$ cat src/rtl/mem_stage_lsu_if.sv
// Memory-side bus of the MEM stage: data-RAM port plus the IO request/ack port.
//   master : the load/store unit (drives dm_en/dm_we/dm_addr/dm_wdata and
//            io_req/io_we/io_addr/io_wdata/io_be; receives dm_rdata, io_rdata, io_ack)
//   slave  : the memory / IO fabric (mirror image)
interface mem_stage_lsu_if #(
   parameter int unsigned DM_AW = 12
) ();
   logic             dm_en;
   logic [3:0]       dm_we;
   logic [DM_AW-1:0] dm_addr;
   logic [31:0]      dm_wdata;
   logic [31:0]      dm_rdata;
   logic             io_req;
   logic             io_we;
   logic [29:0]      io_addr;
   logic [31:0]      io_wdata;
   logic [3:0]       io_be;
   logic [31:0]      io_rdata;
   logic             io_ack;

   modport master (
      output dm_en, dm_we, dm_addr, dm_wdata,
      input  dm_rdata,
      output io_req, io_we, io_addr, io_wdata, io_be,
      input  io_rdata, io_ack
   );

   modport slave (
      input  dm_en, dm_we, dm_addr, dm_wdata,
      output dm_rdata,
      input  io_req, io_we, io_addr, io_wdata, io_be,
      output io_rdata, io_ack
   );
endinterface

$ cat src/rtl/mem_stage_lsu.sv
// MEM pipeline stage load/store unit.
// Accepts one op per cycle from EX, routes memory ops to the data RAM
// (addresses below DM_LIMIT) or the IO port, and produces registered WB results.
// Ports:
//   clk, rst           : rising-edge clock, synchronous active-high reset
//   ex_*               : op from EX (held stable while mem_stall=1), flush kills it
//   mem_stall          : back-pressure to EX
//   mem                : data-RAM and IO bus (master side)
//   wb_*               : registered writeback result, wb_exc flags misalignment/IO timeout
module mem_stage_lsu #(
   parameter logic [31:0] DM_LIMIT   = 32'h0000_3000,
   parameter int unsigned DM_AW      = 12,
   parameter int unsigned IO_TIMEOUT = 16
) (
   input  logic           clk,
   input  logic           rst,
   input  logic           ex_valid,
   input  logic           ex_memRead,
   input  logic           ex_memWrite,
   input  logic [1:0]     ex_size,
   input  logic           ex_signed,
   input  logic [31:0]    ex_addr,
   input  logic [31:0]    ex_wdata,
   input  logic [4:0]     ex_rw,
   input  logic           ex_regWrite,
   input  logic           flush,
   output logic           mem_stall,
   mem_stage_lsu_if.master mem,
   output logic           wb_valid,
   output logic           wb_regWrite,
   output logic [4:0]     wb_rw,
   output logic [31:0]    wb_data,
   output logic           wb_exc
);

   localparam int unsigned CW = $clog2(IO_TIMEOUT + 1);

   typedef enum logic [1:0] {IDLE, DM_RD, IO_WAIT} state_t;

   state_t        state;
   logic [CW-1:0] cnt;

   // op captured at accept, used once EX may have moved on
   logic [31:0] op_addr;
   logic [31:0] op_wdata;
   logic [1:0]  op_size;
   logic        op_signed;
   logic        op_write;
   logic [4:0]  op_rw;
   logic        op_regwrite;

   logic        is_mem, misaligned, accept, go_mem, in_dm, acc_dm, acc_io;
   logic        io_active, io_timeout;
   logic [31:0] cur_addr, cur_wdata;
   logic [1:0]  cur_size;
   logic        cur_signed, cur_write, cur_regwrite;
   logic [4:0]  cur_rw;

   function automatic logic [3:0] byte_en(input logic [1:0] size, input logic [1:0] off);
      case (size)
         2'b00:   byte_en = 4'b0001 << off;
         2'b01:   byte_en = 4'b0011 << off;
         default: byte_en = 4'b1111;
      endcase
   endfunction

   function automatic logic [31:0] load_extract(input logic [31:0] raw, input logic [1:0] size,
                                                input logic [1:0] off, input logic sgn);
      logic [31:0] sh;
      sh = raw >> {off, 3'b000};
      case (size)
         2'b00:   load_extract = {{24{sgn & sh[7]}}, sh[7:0]};
         2'b01:   load_extract = {{16{sgn & sh[15]}}, sh[15:0]};
         default: load_extract = raw;
      endcase
   endfunction

   always_comb begin
      is_mem     = ex_memRead | ex_memWrite;
      misaligned = is_mem && ((ex_size == 2'b01 && ex_addr[0]) ||
                              (ex_size == 2'b10 && ex_addr[1:0] != 2'b00) ||
                              (ex_size == 2'b11));
      accept     = (state == IDLE) && ex_valid && !flush;
      go_mem     = accept && is_mem && !misaligned;
      in_dm      = ex_addr < DM_LIMIT;
      acc_dm     = go_mem && in_dm;
      acc_io     = go_mem && !in_dm;

      // in IDLE the live EX op is used, afterwards the captured copy
      if (state == IDLE) begin
         cur_addr     = ex_addr;
         cur_wdata    = ex_wdata;
         cur_size     = ex_size;
         cur_signed   = ex_signed;
         cur_write    = ex_memWrite;
         cur_rw       = ex_rw;
         cur_regwrite = ex_regWrite;
      end else begin
         cur_addr     = op_addr;
         cur_wdata    = op_wdata;
         cur_size     = op_size;
         cur_signed   = op_signed;
         cur_write    = op_write;
         cur_rw       = op_rw;
         cur_regwrite = op_regwrite;
      end

      io_active  = !flush && (acc_io || state == IO_WAIT);
      // cnt holds the ack-less io_req cycles already elapsed; this is the last allowed one
      io_timeout = io_active && !mem.io_ack && (cnt == CW'(IO_TIMEOUT - 1));

      mem.dm_en    = acc_dm;
      mem.dm_we    = (acc_dm && ex_memWrite) ? byte_en(ex_size, ex_addr[1:0]) : '0;
      mem.dm_addr  = ex_addr[DM_AW+1:2];
      mem.dm_wdata = ex_wdata << {ex_addr[1:0], 3'b000};

      mem.io_req   = io_active;
      mem.io_we    = cur_write;
      mem.io_addr  = cur_addr[31:2];
      mem.io_wdata = cur_wdata << {cur_addr[1:0], 3'b000};
      mem.io_be    = byte_en(cur_size, cur_addr[1:0]);

      mem_stall = (acc_dm && !ex_memWrite) || (io_active && !mem.io_ack && !io_timeout);
   end

   always_ff @(posedge clk) begin
      if (rst) begin
         state       <= IDLE;
         cnt         <= '0;
         wb_valid    <= 1'b0;
         wb_regWrite <= 1'b0;
         wb_exc      <= 1'b0;
         wb_rw       <= '0;
         wb_data     <= '0;
      end else begin
         wb_valid    <= 1'b0;
         wb_regWrite <= 1'b0;
         wb_exc      <= 1'b0;

         if (accept) begin
            op_addr     <= ex_addr;
            op_wdata    <= ex_wdata;
            op_size     <= ex_size;
            op_signed   <= ex_signed;
            op_write    <= ex_memWrite;
            op_rw       <= ex_rw;
            op_regwrite <= ex_regWrite;
         end

         if (flush) begin
            state <= IDLE;
            cnt   <= '0;
         end else if (io_active) begin
            // covers both the accept cycle and IO_WAIT; ack beats timeout
            if (mem.io_ack) begin
               wb_valid    <= 1'b1;
               wb_rw       <= cur_rw;
               wb_regWrite <= cur_regwrite;
               wb_data     <= cur_write ? cur_addr
                                        : load_extract(mem.io_rdata, cur_size, cur_addr[1:0], cur_signed);
               state       <= IDLE;
               cnt         <= '0;
            end else if (io_timeout) begin
               wb_valid <= 1'b1;
               wb_exc   <= 1'b1;
               wb_rw    <= cur_rw;
               wb_data  <= cur_addr;
               state    <= IDLE;
               cnt      <= '0;
            end else begin
               state <= IO_WAIT;
               cnt   <= cnt + 1'b1;
            end
         end else if (state == DM_RD) begin
            wb_valid    <= 1'b1;
            wb_rw       <= op_rw;
            wb_regWrite <= op_regwrite;
            wb_data     <= load_extract(mem.dm_rdata, op_size, op_addr[1:0], op_signed);
            state       <= IDLE;
         end else if (accept) begin
            if (go_mem && !ex_memWrite) begin
               state <= DM_RD;
            end else begin
               // non-memory op, DM store or misaligned op completes next cycle
               wb_valid    <= 1'b1;
               wb_rw       <= ex_rw;
               wb_data     <= ex_addr;
               wb_exc      <= misaligned;
               wb_regWrite <= ex_regWrite & ~misaligned;
            end
         end
      end
   end

endmodule

$ cat src/flat_wrapper.sv
// flat-port wrapper written by rule: the top's interface ports become plain ports
module mem_stage_lsu_flat 
#(
   parameter logic [31:0] DM_LIMIT   = 32'h0000_3000,
   parameter int unsigned DM_AW      = 12,
   parameter int unsigned IO_TIMEOUT = 16
)
  (clk, rst, ex_valid, ex_memRead, ex_memWrite, ex_size, ex_signed, ex_addr, ex_wdata, ex_rw, ex_regWrite, flush, mem_stall, wb_valid, wb_regWrite, wb_rw, wb_data, wb_exc, mem_dm_en, mem_dm_we, mem_dm_addr, mem_dm_wdata, mem_dm_rdata, mem_io_req, mem_io_we, mem_io_addr, mem_io_wdata, mem_io_be, mem_io_rdata, mem_io_ack);
  mem_stage_lsu_if #(.DM_AW(DM_AW)) mem_i ();
  input  logic clk;
  input  logic rst;
  input  logic ex_valid;
  input  logic ex_memRead;
  input  logic ex_memWrite;
  input  logic [1:0] ex_size;
  input  logic ex_signed;
  input  logic [31:0] ex_addr;
  input  logic [31:0] ex_wdata;
  input  logic [4:0] ex_rw;
  input  logic ex_regWrite;
  input  logic flush;
  output logic mem_stall;
  output logic wb_valid;
  output logic wb_regWrite;
  output logic [4:0] wb_rw;
  output logic [31:0] wb_data;
  output logic wb_exc;
  output wire logic [$bits(mem_i.dm_en)-1:0] mem_dm_en;
  output wire logic [$bits(mem_i.dm_we)-1:0] mem_dm_we;
  output wire logic [$bits(mem_i.dm_addr)-1:0] mem_dm_addr;
  output wire logic [$bits(mem_i.dm_wdata)-1:0] mem_dm_wdata;
  input wire logic [$bits(mem_i.dm_rdata)-1:0] mem_dm_rdata;
  output wire logic [$bits(mem_i.io_req)-1:0] mem_io_req;
  output wire logic [$bits(mem_i.io_we)-1:0] mem_io_we;
  output wire logic [$bits(mem_i.io_addr)-1:0] mem_io_addr;
  output wire logic [$bits(mem_i.io_wdata)-1:0] mem_io_wdata;
  output wire logic [$bits(mem_i.io_be)-1:0] mem_io_be;
  input wire logic [$bits(mem_i.io_rdata)-1:0] mem_io_rdata;
  input wire logic [$bits(mem_i.io_ack)-1:0] mem_io_ack;
  assign mem_dm_en = mem_i.dm_en;
  assign mem_dm_we = mem_i.dm_we;
  assign mem_dm_addr = mem_i.dm_addr;
  assign mem_dm_wdata = mem_i.dm_wdata;
  assign mem_i.dm_rdata = mem_dm_rdata;
  assign mem_io_req = mem_i.io_req;
  assign mem_io_we = mem_i.io_we;
  assign mem_io_addr = mem_i.io_addr;
  assign mem_io_wdata = mem_i.io_wdata;
  assign mem_io_be = mem_i.io_be;
  assign mem_i.io_rdata = mem_io_rdata;
  assign mem_i.io_ack = mem_io_ack;
  mem_stage_lsu #(.DM_LIMIT(DM_LIMIT), .DM_AW(DM_AW), .IO_TIMEOUT(IO_TIMEOUT)) u_core (.clk(clk), .rst(rst), .ex_valid(ex_valid), .ex_memRead(ex_memRead), .ex_memWrite(ex_memWrite), .ex_size(ex_size), .ex_signed(ex_signed), .ex_addr(ex_addr), .ex_wdata(ex_wdata), .ex_rw(ex_rw), .ex_regWrite(ex_regWrite), .flush(flush), .mem_stall(mem_stall), .mem(mem_i), .wb_valid(wb_valid), .wb_regWrite(wb_regWrite), .wb_rw(wb_rw), .wb_data(wb_data), .wb_exc(wb_exc));
endmodule
$ cat config.mk
export PLATFORM = sky130hd
export DESIGN_NAME = mem_stage_lsu_flat
export DESIGN_NICKNAME = d
export VERILOG_FILES = /design/src/rtl/mem_stage_lsu_if.sv /design/src/rtl/mem_stage_lsu.sv /design/src/flat_wrapper.sv
export SDC_FILE = /design/constraint.sdc
export NUM_CORES = 1
export LEC_CHECK = 0
export ABC_AREA = 1
export CORE_MARGIN = 2
export CORE_UTILIZATION = 40
export DETAILED_ROUTE_END_ITERATION = 7
export PLACE_DENSITY = 0.71
export SLEW_MARGIN = 20
export SYNTH_ARGS = -nofsm -noshare
export SYNTH_HDL_FRONTEND = slang
export SYNTH_SLANG_ARGS = --single-unit
$ cat constraint.sdc
create_clock -name clk -period 9.44 [get_ports clk]
set_input_delay 1.888 -clock clk [delete_from_list [all_inputs] [get_ports clk]]
set_output_delay 1.888 -clock clk [all_outputs]
set_load 0.02 [all_outputs]
==> impl_metrics.env, run 1 <==
export IMPL_drt_initial_drc_count=777
export IMPL_dr_pass1_iters=8
export IMPL_synth_simple_area_share=0.3422
export IMPL_placed_area_um2=12210
export IMPL_post_dp_hpwl_um=26540
export IMPL_fin_crit_ps=7116
export IMPL_crit_family="buffers and inverters"
export IMPL_std_cell_rows=55
export IMPL_cp_depth=9
export IMPL_cts_buffer_depth=2
export IMPL_insertion_delay_ps=420
export IMPL_cts_max_level=4
export IMPL_ys_seq_area_frac=0.3413
export IMPL_clk_pin_slew_ps=60
export IMPL_cap_violations=0
export IMPL_avgViaCountPerCell=5.167
export IMPL_cp_num_buf_inv=5
export IMPL_die_area_um2=24400
export IMPL_reg2reg_slack_ps=5800
export IMPL_synth_edff_count=74
export IMPL_multi_input_area_um2=4830
export IMPL_worstPathMaxFanout=34
export IMPL_cp_required_ps=7550
export IMPL_yosys_area_share_adder=0.001350
export IMPL_ys_async_sr_fraction=0
export IMPL_outcome="complete, no violations"
export IMPL_regToRegEndpoint="u_core.wb_data[29]"
export IMPL_tightest_slew_ps=1071
export IMPL_startpoint="ex_addr[1]"
export IMPL_power_frac_comb=0.273
export IMPL_vias=10406
export IMPL_synth_mux_area_frac=0
export IMPL_clock_sinks=121
export IMPL_final_cell_area_um2=12800
export IMPL_grt_setup_unrepaired="no"
export IMPL_track_usage=0.2921
export IMPL_area_growth_synth_to_final_pct=38.16
export IMPL_layout_cells_non_filler=2014
export IMPL_hold_depth=2
export IMPL_cpMaxStageDelayCell="clkdlybuf4s50_1"
export IMPL_fp_dieW_um=156.2
export IMPL_switching_share=0.3229
export IMPL_end_kind="primary output"
export IMPL_yosys_area_share_xor_xnor=0.001890
export IMPL_reg2reg_depth=13
export IMPL_antenna_left=0
export IMPL_pwr_share_clk=0.383
export IMPL_worstSetupStartpointType="primary input"
export IMPL_fin_crit_sh=0.7538
export IMPL_worstPathCellList="clkdlybuf4s50_1, inv_1, nand2_1, o21ai_4, buf_4, nor2_1, inv_1, o221ai_1, clkdlybuf4s50_1"
export IMPL_arrival_ps=5230
export IMPL_synth_warnings=0
export IMPL_pwr_share_seq=0.344
export IMPL_grt_pass1_wl_um=54880
export IMPL_power_density_nw_per_um2=134.4
export IMPL_internal_power_w=0.001165
export IMPL_synthFlopType="edfxtp_1"
export IMPL_core_area_um2=22710
export IMPL_post_cts_repair_setup_buffers=0
export IMPL_peakVddDrop_mv=0.1083
export IMPL_yosys_area_top_type="edfxtp_1"
export IMPL_synth_area_leaders="edfxtp_1 24%, nand2_1 19%, dfxtp_1 10%, inv_1 7.8%, nor2_1 7.6%"
export IMPL_avgSynthCellArea_um2=6.253
export IMPL_drc=0
export IMPL_critPathKind="primary input to primary output"
export IMPL_root_buffer="clkbuf_16"
export IMPL_crit_end="mem_io_wdata[20]"
export IMPL_syn_inst=1482
export IMPL_wl_per_cell_um=17.90
export IMPL_grt_overflow=0
export IMPL_grt_max_degree=76
export IMPL_hp_class="flop to flop"
export IMPL_synth_compound_area_share=0.1750
export IMPL_ys_ff_latch=121
export IMPL_r2r_start="u_core.state[1]"
export IMPL_cts_tree="yes"
export IMPL_hold_violations=0
export IMPL_port_buffers=301
export IMPL_pin_count=302
export IMPL_antenna_found_initial=2
export IMPL_p_sw_w=0.0005556
export IMPL_dp_cells=1981
export IMPL_start_util=0.4080
export IMPL_max_freq_mhz=140.5
export IMPL_syn_area_um2=9266
export IMPL_n_fill_cell=2268
export IMPL_ctsHoldBuffers=0
export IMPL_finalMaxSlewViolations=0
export IMPL_relSlewSlack=0.2839
export IMPL_finalSetupViolCount=0
export IMPL_final_nets=1860
export IMPL_power_leakage_nw=5.859
export IMPL_numCtsBuffers=17
export IMPL_synth_distinct_cells=36
export IMPL_die_h_um=156.2
export IMPL_fin_worst_skew_ps=7.269
export IMPL_register_area_um2=3163
export IMPL_synth_top_family_by_area="simple AND/OR/NAND/NOR gates"
export IMPL_synth_nets=1627
export IMPL_layout_drive_gt1_share=0.06076
export IMPL_synth_top_area_share=0.2398
export IMPL_layout_commonest_cell="nand2_1"
export IMPL_final_cell_mix="459 x nand2_1, 301 x clkdlybuf4s50_1, 192 x inv_1"
export IMPL_cts_resized=0
export IMPL_finalSetupTns_ps=0
export IMPL_max_stage_delay_ps=1170
export IMPL_routed_wl_um=36040
export IMPL_finalWeightedCongestion=0.9633
export IMPL_grt_pass1_vias=9676
-- worst reg2reg max path: stages, from the launching register on --
cell and delay (ps):
dfxtp_1 370, nor2_4 90, buf_4 450, buf_4 660
nand2_1 220, o21ai_4 120, buf_4 370, nand3_1 190
nand3_2 390, nand3_1 300, nand2_1 130, nand2_1 70
nor2_1 120, nor2_1 60
-- cell families (layout without fill, tap and decap cells) --
kind of cell / count (synthesis) / in the layout
simple gates: 776 / 776
buf+inv: 301 / 547
compound gates: 281 / 281
flops: 121 / 121
xor+xnor: 2 / 2
fa+ha+maj: 1 / 1
other cells: 0 / 1
-- cells in the mapped netlist (2+ instances only) --
cell type  instances
xor2_1             2
nand3_1           82
o221ai_1          12
a21oi_2            9
nor3_1             5
dfxtp_1           47
nor2_1           188
buf_4             16
o211ai_1          29
buf_1              5
o21ai_1            9
inv_2              5
o21ai_2            2
o22ai_1           15
nand2_2            7
clkinv_1           4
clkbuf_1          41
buf_2             31
inv_1            192
nand4_1            3
o21ai_4            3
nand2_1          459
nand3_2            6
a21oi_1           78
o21ai_0          122
or2_2             20
edfxtp_1          74
nand2_4            2
buf_6              7
-- power by group through the flow --
| stage | clock network (W) | registers, W | logic (W) |
|---|---|---|---|
| after CTS | 0.000666 | 0.000592 | 0.000469 |
| after floorplan | 0 | 0.000616 | 0.000236 |
| final | 0.000658 | 0.000592 | 0.000470 |
| after global routing | 0.000691 | 0.000594 | 0.000509 |
| after global placement | 0 | 0.000602 | 0.000464 |
| after detailed placement | 0 | 0.000603 | 0.000466 |
-- worst min path at each step --
stage                   from             to  slack, ps
2_1_floorplan  u_core.cnt[4]  u_core.cnt[4]        420
3_3_place_gp   u_core.cnt[4]  u_core.cnt[4]        430
3_5_place_dp   u_core.cnt[4]  u_core.cnt[4]        440
4_1_cts        u_core.cnt[4]  u_core.cnt[4]        450
5_1_grt        u_core.cnt[4]  u_core.cnt[4]        470
6_report       u_core.cnt[4]  u_core.cnt[4]        450
-- layout make-up --
class                      instances  share of cell area
multi-input combinational       1060              0.3772
antenna                            1           0.0001955
clock buffer                      18             0.03518
clock inverter                    14             0.01056
timing repair buffer             314              0.2430
tap                              285             0.02785
sequential                       121              0.2471
inverter                         201             0.05893
-- metrics by stage --
step,utilization,worst slack [ps],total power (W),hold slack (ps)
6_report,0.5637,2324,0.001720,450.3
5_1_grt,0.5637,2030,0.001794,467.4
4_1_cts,0.5636,2344,0.001727,446.4
3_5_place_dp,0.5379,2334,0.001070,435.2
3_3_place_gp,0.5379,2418,0.001066,430.8
2_1_floorplan,-,1638,0.0008526,419.6
-- layer usage --
metal | vias up | GRT usage | share of wire
met5 | - | 0 | 0
met4 | 0 | 0.09000 | 0.026
met3 | 59 | 0.04972 | 0.067
met2 | 427 | 0.4831 | 0.47
met1 | 4737 | 0.3908 | 0.43
li1 | 5183 | - | -
-- registers in the layout, indices dropped and copies added, names as in the netlist --
name and cells:
u_core.op_signed 1, u_core.wb_regWrite 1, u_core.wb_valid 1, u_core.op_rw 5, u_core.cnt 5, u_core.op_regwrite 1, u_core.wb_exc 1, u_core.wb_data 32
u_core.state 2, u_core.op_write 1, u_core.op_addr 32, u_core.wb_rw 5, u_core.op_wdata 32, u_core.op_size 2
Power figures use the tool's default switching activity.
==> inputs of run 2 (changes only) <==
==> constraint.sdc (replaced) <==
create_clock -name clk -period 7.4 [get_ports clk]
set_input_delay 1.48 -clock clk [delete_from_list [all_inputs] [get_ports clk]]
set_output_delay 1.48 -clock clk [all_outputs]
set_load 0.02 [all_outputs]
==> run 2 against run 1 <==
  * Via count increased by 0.71%
  * Setup slack got worse by 1500 ps
  * Wire length decreased by 0.48%
  * Sequential share of layout area about the same
  * Non-clock buffer count increased by 2
  * Utilization increased by 0.072 points
  * Combinational power increased by 28%
  * Sequential cell count unchanged
  * Global-route usage increased by 0.35 points
  * Largest cell class unchanged
==> impl_metrics.env, run 2 (same netlist as run 1, synthesis figures left out) <==
export IMPL_root_buffer="clkbuf_16"
export IMPL_dr_pass1_iters=6
export IMPL_tightest_slew_ps=854.7
export IMPL_layout_commonest_cell="nand2_1"
export IMPL_outcome="complete, no violations"
export IMPL_cpMostUsedCell="buf_4"
export IMPL_finalSetupTns_ps=0
export IMPL_post_cts_repair_setup_buffers=0
export IMPL_peakVddDrop_mv=0.1441
export IMPL_startpoint="ex_addr[0]"
export IMPL_power_density_nw_per_um2=171.2
export IMPL_wl_per_cell_um=17.77
export IMPL_die_h_um=156.2
export IMPL_fin_worst_skew_ps=10.83
export IMPL_final_cell_mix="459 x nand2_1, 301 x clkdlybuf4s50_1, 192 x inv_1"
export IMPL_port_buffers=301
export IMPL_clock_sinks=121
export IMPL_cp_required_ps=5920
export IMPL_critPathKind="primary input to primary output"
export IMPL_regToRegEndpoint="u_core.wb_data[1]"
export IMPL_start_util=0.4080
export IMPL_drc=0
export IMPL_vias=10480
export IMPL_finalSetupViolCount=0
export IMPL_dpl_worst_slack_ps=930.1
export IMPL_pin_count=302
export IMPL_clk_pin_slew_ps=60
export IMPL_cts_tree="yes"
export IMPL_finalWeightedCongestion=0.9630
export IMPL_antenna_left=0
export IMPL_arrival_ps=5060
export IMPL_hp_class="flop to flop"
export IMPL_worstPathMaxFanout=35
export IMPL_core_area_um2=22710
export IMPL_area_growth_synth_to_final_pct=38.33
export IMPL_grt_setup_unrepaired="no"
export IMPL_numCtsBuffers=17
export IMPL_drt_initial_drc_count=932
export IMPL_grt_max_degree=71
export IMPL_reg2reg_depth=14
export IMPL_crit_family="buffers and inverters"
export IMPL_r2r_start="u_core.op_addr[0]"
export IMPL_crit_end="mem_io_wdata[26]"
export IMPL_worstPathCellList="clkdlybuf4s50_1, buf_4, inv_1, buf_4, nand2_1, nand2_1, buf_4, nor2_1, clkinv_1, o221ai_1, clkdlybuf4s50_1"
export IMPL_cap_violations=0
export IMPL_setup_slack_ps=864.3
export IMPL_post_dp_hpwl_um=26530
export IMPL_cts_resized=0
export IMPL_top_regs="u_core.op_addr (32), u_core.op_wdata (32), u_core.wb_data (32)"
export IMPL_layout_drive_gt1_share=0.06012
export IMPL_grt_overflow=0
export IMPL_power_leakage_nw=5.856
export IMPL_track_usage=0.2955
export IMPL_avgViaCountPerCell=5.191
export IMPL_relSlewSlack=0.4296
export IMPL_fin_crit_ps=6536
export IMPL_grt_pass1_vias=9738
export IMPL_cts_buffer_depth=2
export IMPL_cp_depth=11
export IMPL_end_kind="primary output"
export IMPL_final_nets=1862
export IMPL_worstSetupStartpointType="primary input"
export IMPL_insertion_delay_ps=440
export IMPL_cp_num_buf_inv=7
export IMPL_reg2reg_slack_ps=3920
export IMPL_routed_wl_um=35870
export IMPL_fin_crit_sh=0.8832
export IMPL_fp_dieW_um=156.2
export IMPL_finalMaxSlewViolations=0
export IMPL_std_cell_rows=55
export IMPL_max_freq_mhz=153.0
export IMPL_total_power_w=0.002195
export IMPL_final_cell_area_um2=12820
export IMPL_max_stage_delay_ps=660
export IMPL_antenna_found_initial=2
export IMPL_ctsHoldBuffers=0
export IMPL_cts_max_level=4
export IMPL_grt_pass1_wl_um=55380
export IMPL_final_util=0.5645
export IMPL_hold_violations=0
export IMPL_n_fill_cell=2280
export IMPL_placed_area_um2=12230
export IMPL_cpMaxStageDelayCell="clkdlybuf4s50_1"
export IMPL_die_area_um2=24400
-- run 2: cell types whose count changed in the layout (fill, tap and decap cells not counted), sizes merged --
cell      before  now
clkbuf        18   19
bufinv         1    2
clkinvlp       3    4
buf           13   15
inv          203  200
diode          1    4
-- run 2: routing by layer --
layer  part of all wire  track usage  wire length (µm)
met5            0.00031            0                11
met4              0.030       0.1053              1064
met3              0.071      0.06056              2543
met2               0.46       0.4718             16630
met1               0.44       0.3971             15620
-- run 2: final cells by class --
class / count / area, µm² / area share
multi-input cells: 1060 / 4830 / 0.3768
flip-flops and latches: 121 / 3163 / 0.2468
repair buffers: 316 / 3126 / 0.2438
inverters: 201 / 754.5 / 0.05886
clock buffers: 19 / 432.9 / 0.03377
well taps: 285 / 356.6 / 0.02782
clock inverters: 13 / 146.4 / 0.01142
diodes: 4 / 10.01 / 0.0007809
-- run 2: how the worst min path moves through the flow --
stage / endpoint / cells past startpoint / start / slack [ps]
floorplan: u_core.cnt[4] / 2 / u_core.cnt[4] / 420
global placement: u_core.cnt[4] / 2 / u_core.cnt[4] / 430
detailed placement: u_core.cnt[4] / 2 / u_core.cnt[4] / 450
CTS: u_core.cnt[4] / 2 / u_core.cnt[4] / 460
global route: u_core.cnt[4] / 2 / u_core.cnt[4] / 500
finish: u_core.cnt[4] / 2 / u_core.cnt[4] / 460
-- run 2: tightest hold or removal path, delay by kind of cell (launching register included) --
kind            cells  cell delay, ps
simple gates        1              60
compound gates      1              40
flops               1             310
-- run 2: through the flow --
step,instances,hold WS [ps]
3_3_place_gp,1983,430.1
6_report,2019,458.7
2_1_floorplan,1482,419.6
5_1_grt,2016,496.1
4_1_cts,2015,455.7
3_5_place_dp,1983,447.0
-- run 2: power by group --
| group | switching, W | total [W] | internal, W |
|---|---|---|---|
| sequential | 0.0000114 | 0.000755 | 0.000744 |
| clock | 0.000341 | 0.000840 | 0.000499 |
| combinational | 0.000346 | 0.000600 | 0.000254 |
==> inputs of run 3 (changes only) <==
--- a/config.mk
+++ b/config.mk
@@ -8,6 +8,7 @@
 export ABC_AREA = 1
 export CORE_MARGIN = 2
 export CORE_UTILIZATION = 40
+export CTS_CLUSTER_SIZE = 8
 export DETAILED_ROUTE_END_ITERATION = 7
 export PLACE_DENSITY = 0.71
 export SLEW_MARGIN = 20
==> results of run 3 <==
The final DEF is identical to that of run 2; final timing and power are the same.
